[src/rtl/ctrl_ramdrv_tapseq_pkg.sv]
// Shared definitions for the polyphase FIR tap sequencer: FSM state encoding and
// default widths that must agree with the downstream coefficient address counter.
package ctrl_ramdrv_tapseq_pkg;

    localparam int DEF_ADDR_WIDTH     = 12;
    localparam int DEF_SMP_ADDR_WIDTH = 10;
    localparam int DEF_TAP_WIDTH      = 8;
    localparam int DEF_PHASE_WIDTH    = 6;

    typedef enum logic [2:0] {
        ST_IDLE = 3'd0,
        ST_CALC = 3'd1,
        ST_LOAD = 3'd2,
        ST_RUN  = 3'd3,
        ST_DONE = 3'd4
    } state_t;

endpackage

[src/rtl/ctrl_ramdrv_tapcnt.sv]
// Loadable down-counter with zero flag; tracks the taps remaining in the current pass.
// Decrement saturates at zero so the count is left clean once a pass finishes.
module ctrl_ramdrv_tapcnt
    import ctrl_ramdrv_tapseq_pkg::*;
#(
    parameter int TAP_WIDTH = DEF_TAP_WIDTH
) (
    input  logic                 clk,
    input  logic                 rst,
    input  logic                 i_load,
    input  logic                 i_dec,
    input  logic [TAP_WIDTH-1:0] i_val,
    output logic [TAP_WIDTH-1:0] o_cnt,
    output logic                 o_zero
);

    logic [TAP_WIDTH-1:0] r_cnt;
    logic                 w_zero;

    assign w_zero = (r_cnt == '0);

    always_ff @(posedge clk or posedge rst) begin
        if (rst) begin
            r_cnt <= '0;
        end else if (i_load) begin
            r_cnt <= i_val;
        end else if (i_dec && !w_zero) begin
            r_cnt <= r_cnt - TAP_WIDTH'(1);
        end
    end

    assign o_cnt  = r_cnt;
    assign o_zero = w_zero;

endmodule

[src/rtl/ctrl_ramdrv_tapseq.sv]
// Per-output-sample tap sequencer: drives the coefficient counter (load/cnt/ptr), the
// sample-RAM read address (newest to oldest) and the MAC strobes for one dot-product pass.
module ctrl_ramdrv_tapseq
    import ctrl_ramdrv_tapseq_pkg::*;
#(
    parameter int ADDR_WIDTH     = DEF_ADDR_WIDTH,
    parameter int SMP_ADDR_WIDTH = DEF_SMP_ADDR_WIDTH,
    parameter int TAP_WIDTH      = DEF_TAP_WIDTH,
    parameter int PHASE_WIDTH    = DEF_PHASE_WIDTH
) (
    input  logic                      clk,
    input  logic                      rst,
    input  logic                      start,
    input  logic [PHASE_WIDTH-1:0]    phase,
    input  logic [TAP_WIDTH-1:0]      taps_m1,
    input  logic [ADDR_WIDTH-1:0]     coef_base,
    input  logic [SMP_ADDR_WIDTH-1:0] wr_ptr,
    output logic                      busy,
    output logic                      done,
    output logic                      coef_load,
    output logic                      coef_cnt,
    output logic [ADDR_WIDTH-1:0]     coef_ptr,
    output logic [SMP_ADDR_WIDTH-1:0] smp_addr,
    output logic                      mac_clr,
    output logic                      mac_en,
    output logic                      mac_last
);

    state_t                    r_state;
    logic [PHASE_WIDTH-1:0]    r_phase;
    logic [TAP_WIDTH-1:0]      r_taps_m1;
    logic [ADDR_WIDTH-1:0]     r_coef_base;
    logic [SMP_ADDR_WIDTH-1:0] r_wr_ptr;

    logic [TAP_WIDTH:0]        w_taps;
    logic [ADDR_WIDTH-1:0]     w_phase_off;
    logic [TAP_WIDTH-1:0]      w_tap_cnt;
    logic                      w_tap_zero;
    logic                      w_tap_load;
    logic                      w_tap_dec;

    // Product is only needed modulo 2^ADDR_WIDTH, so both factors are cut to that width
    // first; it feeds the coef_ptr register in CALC and never an output directly.
    assign w_taps      = {1'b0, r_taps_m1} + (TAP_WIDTH + 1)'(1);
    assign w_phase_off = ADDR_WIDTH'(r_phase) * ADDR_WIDTH'(w_taps);

    assign w_tap_load = (r_state == ST_CALC);
    assign w_tap_dec  = (r_state == ST_RUN);

    ctrl_ramdrv_tapcnt #(
        .TAP_WIDTH (TAP_WIDTH)
    ) u_tapcnt (
        .clk    (clk),
        .rst    (rst),
        .i_load (w_tap_load),
        .i_dec  (w_tap_dec),
        .i_val  (r_taps_m1),
        .o_cnt  (w_tap_cnt),
        .o_zero (w_tap_zero)
    );

    // Outputs are set on the transition into the state that owns them, so every strobe
    // is a plain register with no input-to-output path.
    always_ff @(posedge clk or posedge rst) begin
        if (rst) begin
            r_state     <= ST_IDLE;
            r_phase     <= '0;
            r_taps_m1   <= '0;
            r_coef_base <= '0;
            r_wr_ptr    <= '0;
            busy        <= 1'b0;
            done        <= 1'b0;
            coef_load   <= 1'b0;
            coef_cnt    <= 1'b0;
            coef_ptr    <= '0;
            smp_addr    <= '0;
            mac_clr     <= 1'b0;
            mac_en      <= 1'b0;
            mac_last    <= 1'b0;
        end else begin
            case (r_state)
                ST_IDLE: begin
                    if (start) begin
                        r_phase     <= phase;
                        r_taps_m1   <= taps_m1;
                        r_coef_base <= coef_base;
                        r_wr_ptr    <= wr_ptr;
                        busy        <= 1'b1;
                        r_state     <= ST_CALC;
                    end
                end
                ST_CALC: begin
                    coef_ptr  <= r_coef_base + w_phase_off;
                    smp_addr  <= r_wr_ptr;
                    coef_load <= 1'b1;
                    r_state   <= ST_LOAD;
                end
                ST_LOAD: begin
                    coef_load <= 1'b0;
                    coef_cnt  <= 1'b1;
                    mac_en    <= 1'b1;
                    mac_clr   <= 1'b1;
                    mac_last  <= w_tap_zero;
                    r_state   <= ST_RUN;
                end
                ST_RUN: begin
                    smp_addr <= smp_addr - SMP_ADDR_WIDTH'(1);
                    mac_clr  <= 1'b0;
                    if (w_tap_zero) begin
                        coef_cnt <= 1'b0;
                        mac_en   <= 1'b0;
                        mac_last <= 1'b0;
                        done     <= 1'b1;
                        r_state  <= ST_DONE;
                    end else begin
                        // Counter steps to cnt-1 this edge, so the last tap is next when cnt==1.
                        mac_last <= (w_tap_cnt == TAP_WIDTH'(1));
                    end
                end
                ST_DONE: begin
                    done    <= 1'b0;
                    busy    <= 1'b0;
                    r_state <= ST_IDLE;
                end
                default: begin
                    busy      <= 1'b0;
                    done      <= 1'b0;
                    coef_load <= 1'b0;
                    coef_cnt  <= 1'b0;
                    mac_clr   <= 1'b0;
                    mac_en    <= 1'b0;
                    mac_last  <= 1'b0;
                    r_state   <= ST_IDLE;
                end
            endcase
        end
    end

endmodule

[config.mk]
export PLATFORM = sky130hd
export DESIGN_NAME = ctrl_ramdrv_tapseq
export DESIGN_NICKNAME = d
export VERILOG_FILES = /design/src/rtl/ctrl_ramdrv_tapseq_pkg.sv /design/src/rtl/ctrl_ramdrv_tapcnt.sv /design/src/rtl/ctrl_ramdrv_tapseq.sv
export SDC_FILE = /design/constraint.sdc
export NUM_CORES = 1
export LEC_CHECK = 0
export ABC_CLOCK_PERIOD_IN_PS = 6980
export CAP_MARGIN = 20
export CORE_ASPECT_RATIO = 0.5
export CORE_UTILIZATION = 40
export CTS_CLUSTER_SIZE = 24
export DETAILED_ROUTE_END_ITERATION = 12
export SLEW_MARGIN = 20
export SYNTH_ARGS = -nofsm -noshare
export SYNTH_HDL_FRONTEND = slang
export SYNTH_SLANG_ARGS = --single-unit
[constraint.sdc]
create_clock -name clk -period 6.98 [get_ports clk]
set_clock_uncertainty 0.15 [all_clocks]
set_input_delay 1.745 -clock clk [delete_from_list [all_inputs] [get_ports clk]]
set_output_delay 1.745 -clock clk [all_outputs]
set_load 0.01 [all_outputs]
==> impl_metrics.json, run 1 <==
{
  "synth_most_common_cell": "dfrtp_1",
  "numCtsBuffers": 9,
  "n_fill_cell": 1115,
  "ys_top_cells_by_count": "dfrtp_1, nand2_1, inv_1",
  "routed_via_density": 5.02,
  "die_h_um": 82.0,
  "yosysWarnings": 0,
  "layout.cells.non_filler": 743,
  "first_pass_iters": 4,
  "synth_top_area_cell": "dfrtp_1",
  "synth_area_leaders": "dfrtp_1, fa_1, mux2_2, ha_1, nand2_1",
  "hold_buffers": 0,
  "ys_async_sr_fraction": 1.00,
  "syn-mean-instance-area_um2": 9.91,
  "grt.total_usage": 0.174,
  "ys_seq_elements": 75,
  "clk_pin_slew_ns": 0.06,
  "syn_inst": 517,
  "cts_resized": 0,
  "io_buffers": 67,
  "startpoint_type": "flop",
  "route.antenna.remaining_nets": 0,
  "syn_nets": 615,
  "clk_latency_ns": 0.34,
  "synth_xor_area_frac": 0.0401,
  "worst_ep_required_time_ns": 7.01,
  "core_area_um2": 12200,
  "ctsLongestPathBuffers": 2,
  "slew_headroom": 0.277,
  "cp-end-kind": "flop",
  "synth.area.mux_share": 0.0818,
  "p_leak_nw": 2.77,
  "rows": 28,
  "peakVddDrop_uv": 262,
  "routed_wl_mm": 10.4,
  "cts_root_buffer": "clkbuf_16",
  "cap_violations": 0,
  "cts_tree": "yes",
  "rsz0062_at_grt": "no",
  "die_x_um": 162,
  "multiInputGateArea_um2": 2930,
  "hp-class": "flop to flop",
  "vias": 3727,
  "worst_slew_pin_slew_ns": 1.08,
  "postCtsSetupBuffers": 0,
  "antennaDiodeCount": 0,
  "cts.sinks": 75,
  "cellPowerDensity_nw_per_um2": 550,
  "max_freq_ghz": 0.188,
  "preCtsSetupSlack_ns": 1.64,
  "synth_enable_flop_cells": 0,
  "io_pins": 68,
  "setup_viol": 0,
  "tns_ns": 0,
  "start_util": 0.421,
  "synthToLayoutAreaGrowth_pct": 21.1,
  "synth_adder_area_share": 0.195,
  "fin_crit_ns": 5.33,
  "placed_cells": 727,
  "h-tree-depth": 3,
  "drt_iter0_markers": 182,
  "antenna_found_initial": 0,
  "yosys.area_share.simple": 0.149,
  "floorplan.die_area_um2": 13300,
  "outcome": "completed",
  "r2r-start": "r_taps_m1[0]$_DFFE_PP0P_",
  "drc": 0,
  "critical_path_class": "flop to flop",
  "worstPathMaxFanout": 12,
  "place_hpwl_mm": 7.69,
  "mappedNetlistArea_um2": 5120,
  "drive_above_1_share": 0.104,
  "setup.worst_path.start": "r_taps_m1[0]$_DFFE_PP0P_",
  "post-route-worst-setup-slack_ns": 1.65,
  "grt_pass1_vias": 3605,
  "grt_max_degree": 76,
  "synth_ff_type": "dfrtp_1",
  "hold_slack_ns": 0.321,
  "synth_compound_area_frac": 0.105,
  "fin_crit_sh": 0.764,
  "grt_overflow_total": 0,
  "yosysTopAreaCellShare": 0.366,
  "hold_start": "coef_ptr[4]$_DFFE_PP0P_",
  "cp_data_arrival_time_ns": 5.36,
  "synth_top_family_by_area": "adder cells",
  "hold_violations": 0,
  "drv_slew": 0,
  "yosysSeqAreaShare": 0.366,
  "register_area_um2": 1880,
  "layout.nets": 671,
  "place.gp.congestion": 0.810,
  "ys_types": 47,
  "grt_pass1_wl_mm": 18.0,
  "wire_per_inst_um": 14.0
}
[area by class of cell]
cell class	count	share of cell area
multi-input combinational	366	0.472
sequential	75	0.302
timing repair buffer	68	0.110
clock buffer	10	0.0385
tap	165	0.0333
inverter	53	0.0321
clock inverter	6	0.0115
[sequential cells by signal (all words and copies together) (netlist names), 3 cells and up]
name and count:
coef_ptr 12, r_coef_base 12, r_wr_ptr 10, smp_addr 10, r_taps_m1 8, u_tapcnt.o_cnt 8, r_phase 6, r_state 3
[power by group]
part           internal (mW)  switching (mW)
combinational          0.981            1.08
clock                  0.290           0.197
sequential             0.630           0.237
total                   1.90            1.51
[kinds of logic (layout without fill, tap and decap cells)]
family          after synthesis  count (layout)
buf+inv                      76             137
flops                        75              75
fa+ha+maj                    59              59
mux                          38              38
compound gates               90              90
simple gates                158             158
xor+xnor                     21              21
[placed cells by master (no fill, tap or decap), drive strengths merged, types with 10 or more instances in the layout]
| cell type | instances |
|---|---|
| nor2 | 18 |
| clkdlybuf4s50 | 67 |
| o21ai | 32 |
| fa | 35 |
| inv | 55 |
| ha | 24 |
| dfrtp | 75 |
| and2 | 15 |
| nand2 | 72 |
| a21oi | 24 |
| o22ai | 13 |
| mux2 | 31 |
| nand3 | 13 |
| clkbuf | 10 |
| xnor2 | 12 |
[routing by layer]
layer  GRT usage  wire [µm]  vias up
li1            -          -     1846
met1       0.247       5420     1810
met2       0.273       4540       64
met3      0.0374        378        7
met4      0.0425         93        0
met5           0          0        -
[worst max-delay path, cell delays in order, from the launching register on]
cell	delay, ns
dfrtp_1	0.56
ha_1	0.35
nand3_1	0.12
xnor2_1	0.42
nand2_1	0.15
fa_1	0.54
inv_1	0.04
fa_1	0.46
fa_1	0.54
inv_1	0.05
fa_1	0.49
inv_1	0.04
ha_1	0.22
or3_1	0.40
a31o_2	0.27
a31oi_4	0.14
xnor2_1	0.13
o21ai_1	0.08
[path summary, 6_finish.rpt]
path / end / slack, ns / depth (start not counted)
max reg2reg: coef_ptr[11]$_DFFE_PP0P_ / 1.65 / 17
max in group asynchronous: r_taps_m1[0]$_DFFE_PP0P_ / 4.44 / 3
min in group asynchronous: r_wr_ptr[7]$_DFFE_PP0P_ / 1.76 / 3
min reg2reg: coef_ptr[4]$_DFFE_PP0P_ / 0.32 / 2
max: coef_ptr[11]$_DFFE_PP0P_ / 1.65 / 17
min: coef_ptr[4]$_DFFE_PP0P_ / 0.32 / 2
[through the flow]
step | instance area, µm² | utilization | power [mW]
2_1_floorplan | 5120 | - | 2.43
6_report | 6200 | 0.510 | 3.41
4_1_cts | 6200 | 0.510 | 3.46
3_5_place_dp | 5890 | 0.485 | 2.96
3_3_place_gp | 5890 | 0.485 | 2.92
5_1_grt | 6200 | 0.510 | 3.81
(Power assumes the default switching activity.)
==> inputs of run 2 (changes only) <==
Settings changed: ABC_CLOCK_PERIOD_IN_PS 6980 to 4600.
Clock period 6.98 ns to 4.6 ns, I/O delays scaled along.
==> impl_metrics.json, run 2 (synthesized netlist as in run 1, its figures left out) <==
{
  "outcome": "completed",
  "route.antenna.remaining_nets": 0,
  "worst_slew_pin_slew_ns": 1.08,
  "max_freq_ghz": 0.218,
  "floorplan.die_area_um2": 13300,
  "placed_cells": 761,
  "grt_max_degree": 43,
  "die_h_um": 82.0,
  "drt_iter0_markers": 249,
  "setup_viol": 0,
  "synthToLayoutAreaGrowth_pct": 34.0,
  "h-tree-depth": 3,
  "core_area_um2": 12200,
  "numCtsBuffers": 9,
  "cp-end-kind": "flop",
  "cap_violations": 0,
  "layout.cells.non_filler": 784,
  "critical_path_class": "flop to flop",
  "hold_buffers": 0,
  "ctsLongestPathBuffers": 2,
  "die_x_um": 162,
  "wire_per_inst_um": 14.9,
  "cts.sinks": 75,
  "io_buffers": 67,
  "grt.total_usage": 0.191,
  "io_pins": 68,
  "place_hpwl_mm": 8.33,
  "clk_pin_slew_ns": 0.06,
  "hold_violations": 0,
  "start_util": 0.421,
  "grt_pass1_wl_mm": 19.5,
  "layout.nets": 712,
  "final_common_cell": "dfrtp_1",
  "fin_crit_ns": 4.58,
  "grt_overflow_total": 0,
  "routed_wl_mm": 11.7,
  "rows": 28,
  "antenna_found_initial": 0,
  "register_area_um2": 1880,
  "top_regs": "coef_ptr (12), r_coef_base (12)",
  "final_cell_mix": "dfrtp_1, clkdlybuf4s50_1, nand2_1",
  "cts_tree": "yes",
  "worstPathMaxFanout": 6,
  "cp_data_arrival_time_ns": 4.64,
  "routed_via_density": 4.97,
  "drive_above_1_share": 0.236,
  "slew_headroom": 0.279,
  "cts_root_buffer": "clkbuf_16",
  "hp-class": "flop to flop",
  "n_fill_cell": 1069,
  "antennaDiodeCount": 0,
  "startpoint_type": "flop",
  "rsz0062_at_grt": "yes",
  "clk_latency_ns": 0.34,
  "drc": 0,
  "vias": 3900,
  "worst_ep_required_time_ns": 4.67,
  "drv_slew": 0,
  "multiInputGateArea_um2": 3280,
  "place.gp.congestion": 0.806,
  "fin_crit_sh": 0.995,
  "first_pass_iters": 4,
  "grt_pass1_vias": 3960
}
-- run 2: critical path, stage by stage (launching register included) --
cell	delay, ns
dfrtp_2	0.42
and3_4	0.23
nand3_4	0.10
xnor2_4	0.19
and2_4	0.18
fa_1	0.56
fa_1	0.45
fa_1	0.55
inv_1	0.05
fa_1	0.50
inv_1	0.06
ha_4	0.26
a21boi_4	0.22
nand2_1	0.08
o211ai_1	0.20
xnor2_1	0.15
o21ai_1	0.08
-- run 2: path summary, 6_finish.rpt --
path,cells past startpoint,end,startpoint,slack (ns)
max,16,coef_ptr[10]$_DFFE_PP0P_,r_taps_m1[3]$_DFFE_PP0P_,0.02
max in group asynchronous,3,r_coef_base[9]$_DFFE_PP0P_,rst,2.43
max reg2reg,16,coef_ptr[10]$_DFFE_PP0P_,r_taps_m1[3]$_DFFE_PP0P_,0.02
min in group asynchronous,2,r_wr_ptr[5]$_DFFE_PP0P_,rst,1.17
min,2,coef_ptr[4]$_DFFE_PP0P_,coef_ptr[4]$_DFFE_PP0P_,0.32
min reg2reg,2,coef_ptr[4]$_DFFE_PP0P_,coef_ptr[4]$_DFFE_PP0P_,0.32
-- run 2: layout make-up --
type	count	area share
multi-input combinational	366	0.478
sequential	75	0.274
timing repair buffer	109	0.149
clock buffer	10	0.0334
tap	165	0.0301
inverter	53	0.0290
clock inverter	6	0.00693
-- run 2: repair_timing --
action | CTS | global route
setup endpoints to repair | 4 | 6
resized for setup | 24 | 35
buffers inserted | 3 | 4
pin swaps | 17 | 36
-- run 2: stage by stage --
| stage | area, µm² | utilization | TNS (ns) | setup slack [ns] | hold slack [ns] |
|---|---|---|---|---|---|
| 3_3_place_gp | 6230 | 0.512 | -0.143 | -0.0491 | 0.304 |
| 6_report | 6870 | 0.565 | 0 | 0.0230 | 0.322 |
| 5_1_grt | 6870 | 0.565 | -0.579 | -0.185 | 0.357 |
| 2_1_floorplan | 5190 | - | 0 | 0.0182 | 0.330 |
| 4_1_cts | 6680 | 0.549 | -0.0154 | -0.0107 | 0.327 |
| 3_5_place_dp | 6230 | 0.512 | -0.460 | -0.136 | 0.310 |
-- run 2: metal layers --
metal / wire, µm / global-route usage / vias up
met4: 109 / 0.0472 / 0
met3: 421 / 0.0374 / 11
li1: - / - / 1910
met5: 0 / 0 / -
met1: 5700 / 0.267 / 1917
met2: 5490 / 0.305 / 62
Power of run 2 is not shown: default switching activity piles up to over one toggle a cycle in this logic, so the estimate is an artifact.
==> inputs of run 3 (changes only) <==
Settings changed: SETUP_SLACK_MARGIN set to 0.4.
==> impl_metrics.json, run 3 (synthesized netlist as in run 1, its figures left out) <==
{
  "outcome": "completed",
  "hold_end": "coef_ptr[0]$_DFFE_PP0P_",
  "core_area_um2": 12200,
  "hold_start": "coef_ptr[0]$_DFFE_PP0P_",
  "path_delay_family": "adder cells",
  "die_x_um": 162,
  "preCtsSetupSlack_ns": -0.0206,
  "met1_length_mm": 5.72,
  "worst_ep_required_time_ns": 4.66,
  "cts.sinks": 75,
  "h-tree-depth": 3,
  "drv_slew": 0,
  "r2r_slack_ns": 0.07,
  "place.gp.congestion": 0.803,
  "slew_headroom": 0.329,
  "top_regs": "coef_ptr (12), r_coef_base (12)",
  "grt_pass1_vias": 3842,
  "hp-class": "flop to flop",
  "grt_max_degree": 48,
  "startpoint_type": "flop",
  "routed_wl_mm": 11.2,
  "die_h_um": 82.0,
  "io_buffers": 67,
  "first_pass_iters": 4,
  "synthToLayoutAreaGrowth_pct": 32.0,
  "r2r-start": "r_taps_m1[2]$_DFFE_PP0P_",
  "setup_viol": 0,
  "post-route-worst-setup-slack_ns": 0.0694,
  "fin_crit_ns": 4.53,
  "slowest_stage": "fa_1",
  "cellPowerDensity_nw_per_um2": 927,
  "critical_path_class": "flop to flop",
  "place_hpwl_mm": 8.09,
  "routed_via_density": 4.90,
  "final_cell_mix": "nand2_1, dfrtp_1, clkdlybuf4s50_1",
  "max_freq_ghz": 0.221,
  "grt_pass1_wl_mm": 19.1,
  "cpMostUsedCell": "fa_1",
  "clk_pin_slew_ns": 0.06,
  "io_pins": 68,
  "clk_latency_ns": 0.34,
  "layout.nets": 707,
  "antenna_found_initial": 0,
  "placed_cells": 760,
  "register_area_um2": 1880,
  "rsz0062_at_grt": "yes",
  "crit_chain": "and3_4 -> nand3_4 -> nor2_2 -> nand2_1 -> fa_1 -> fa_1 -> fa_1 -> inv_1 -> fa_1 -> ha_4 -> or3_4 -> a31o_4 -> a31oi_4 -> xnor2_1 -> o21ai_1",
  "antennaDiodeCount": 0,
  "timing.rr.end": "coef_ptr[11]$_DFFE_PP0P_",
  "vias": 3820,
  "fin_crit_sh": 0.985,
  "grt_overflow_total": 0,
  "drc": 0,
  "placed_area_um2": 6280,
  "floorplan.die_area_um2": 13300,
  "worstPathMaxFanout": 6,
  "wl_met2_mm": 4.97,
  "hold_violations": 0,
  "highest_layer": "met4",
  "ctsLongestPathBuffers": 2,
  "grt.total_usage": 0.187,
  "peakVddDrop_uv": 482,
  "setup.worst_path.start": "r_taps_m1[2]$_DFFE_PP0P_",
  "design_area_um2": 6760,
  "wire_per_inst_um": 14.3,
  "cap_violations": 0,
  "n_fill_cell": 1095,
  "ff2ff_path_depth": 15,
  "cp_data_arrival_time_ns": 4.60,
  "layout.cells.non_filler": 779,
  "cp-end-kind": "flop",
  "cp_num_buf_inv": 1,
  "wl_met3_um": 401,
  "finalPower_mw": 6.27,
  "numCtsBuffers": 9,
  "hold_depth": 2,
  "route.antenna.remaining_nets": 0,
  "p_leak_nw": 2.98,
  "cts_root_buffer": "clkbuf_16",
  "drive_above_1_share": 0.213,
  "critical-path-max-stage-delay_ns": 0.58,
  "cts_tree": "yes",
  "start_util": 0.421,
  "rows": 28,
  "multiInputGateArea_um2": 3220,
  "drt_iter0_markers": 229,
  "worst_slew_pin_slew_ns": 1.01
}
-- run 3: cell types whose count changed in the layout (fill, tap and decap cells not counted), sizes merged --
cell / previous run / this run
buf: 42 / 37
clkbuf: 10 / 9
clkinv: 3 / 2
clkinvlp: 1 / 2
bufinv: 0 / 1
-- run 3: how the worst max path moves through the flow --
stage | depth (start not counted) | slack [ns] | end
2_1_floorplan | 15 | 0.13 | coef_ptr[11]$_DFFE_PP0P_
3_3_place_gp | 17 | 0.03 | coef_ptr[10]$_DFFE_PP0P_
3_5_place_dp | 15 | -0.02 | coef_ptr[11]$_DFFE_PP0P_
4_1_cts | 16 | 0.02 | coef_ptr[11]$_DFFE_PP0P_
5_1_grt | 19 | -0.16 | coef_ptr[11]$_DFFE_PP0P_
6_report | 15 | 0.07 | coef_ptr[11]$_DFFE_PP0P_
-- run 3: stage by stage --
step / TNS, ns / util / hold slack (ns)
2_1_floorplan: 0 / - / 0.330
3_3_place_gp: 0 / 0.517 / 0.302
3_5_place_dp: -0.0206 / 0.517 / 0.314
4_1_cts: 0 / 0.548 / 0.329
5_1_grt: -0.446 / 0.556 / 0.354
6_report: 0 / 0.556 / 0.323
-- run 3: layout make-up --
class / instances / area share
Sequential cell: 75 / 0.278
Multi-Input combinational cell: 366 / 0.476
Timing Repair Buffer: 104 / 0.140
Clock inverter: 7 / 0.0122
Tap cell: 165 / 0.0305
Clock buffer: 9 / 0.0333
Inverter: 53 / 0.0296
-- run 3: worst reg2reg max path, stage by stage, from the launching register on --
cell and delay, ns:
dfrtp_2 0.42, and3_4 0.23, nand3_4 0.11, nor2_2 0.17, nand2_1 0.10, fa_1 0.58
fa_1 0.45, fa_1 0.54, inv_1 0.05, fa_1 0.50, ha_4 0.19, or3_4 0.36
a31o_4 0.23, a31oi_4 0.13, xnor2_1 0.13, o21ai_1 0.07
-- run 3: repair_timing --
action	in CTS	in global routing
resized for setup	8	17
buffers inserted	2	1
endpoints found under the setup margin	7	7
hold buffers	0	0
pin swaps	8	12
-- run 3: layer usage --
metal	GRT usage	vias up
met1	0.262	1840
met5	0	-
met2	0.294	62
li1	-	1912
met4	0.0509	0
met3	0.0414	6
-- run 3: where the power goes --
part | switching (mW) | internal (mW)
clock network | 0.308 | 0.429
logic | 2.00 | 2.24
registers | 0.328 | 0.958
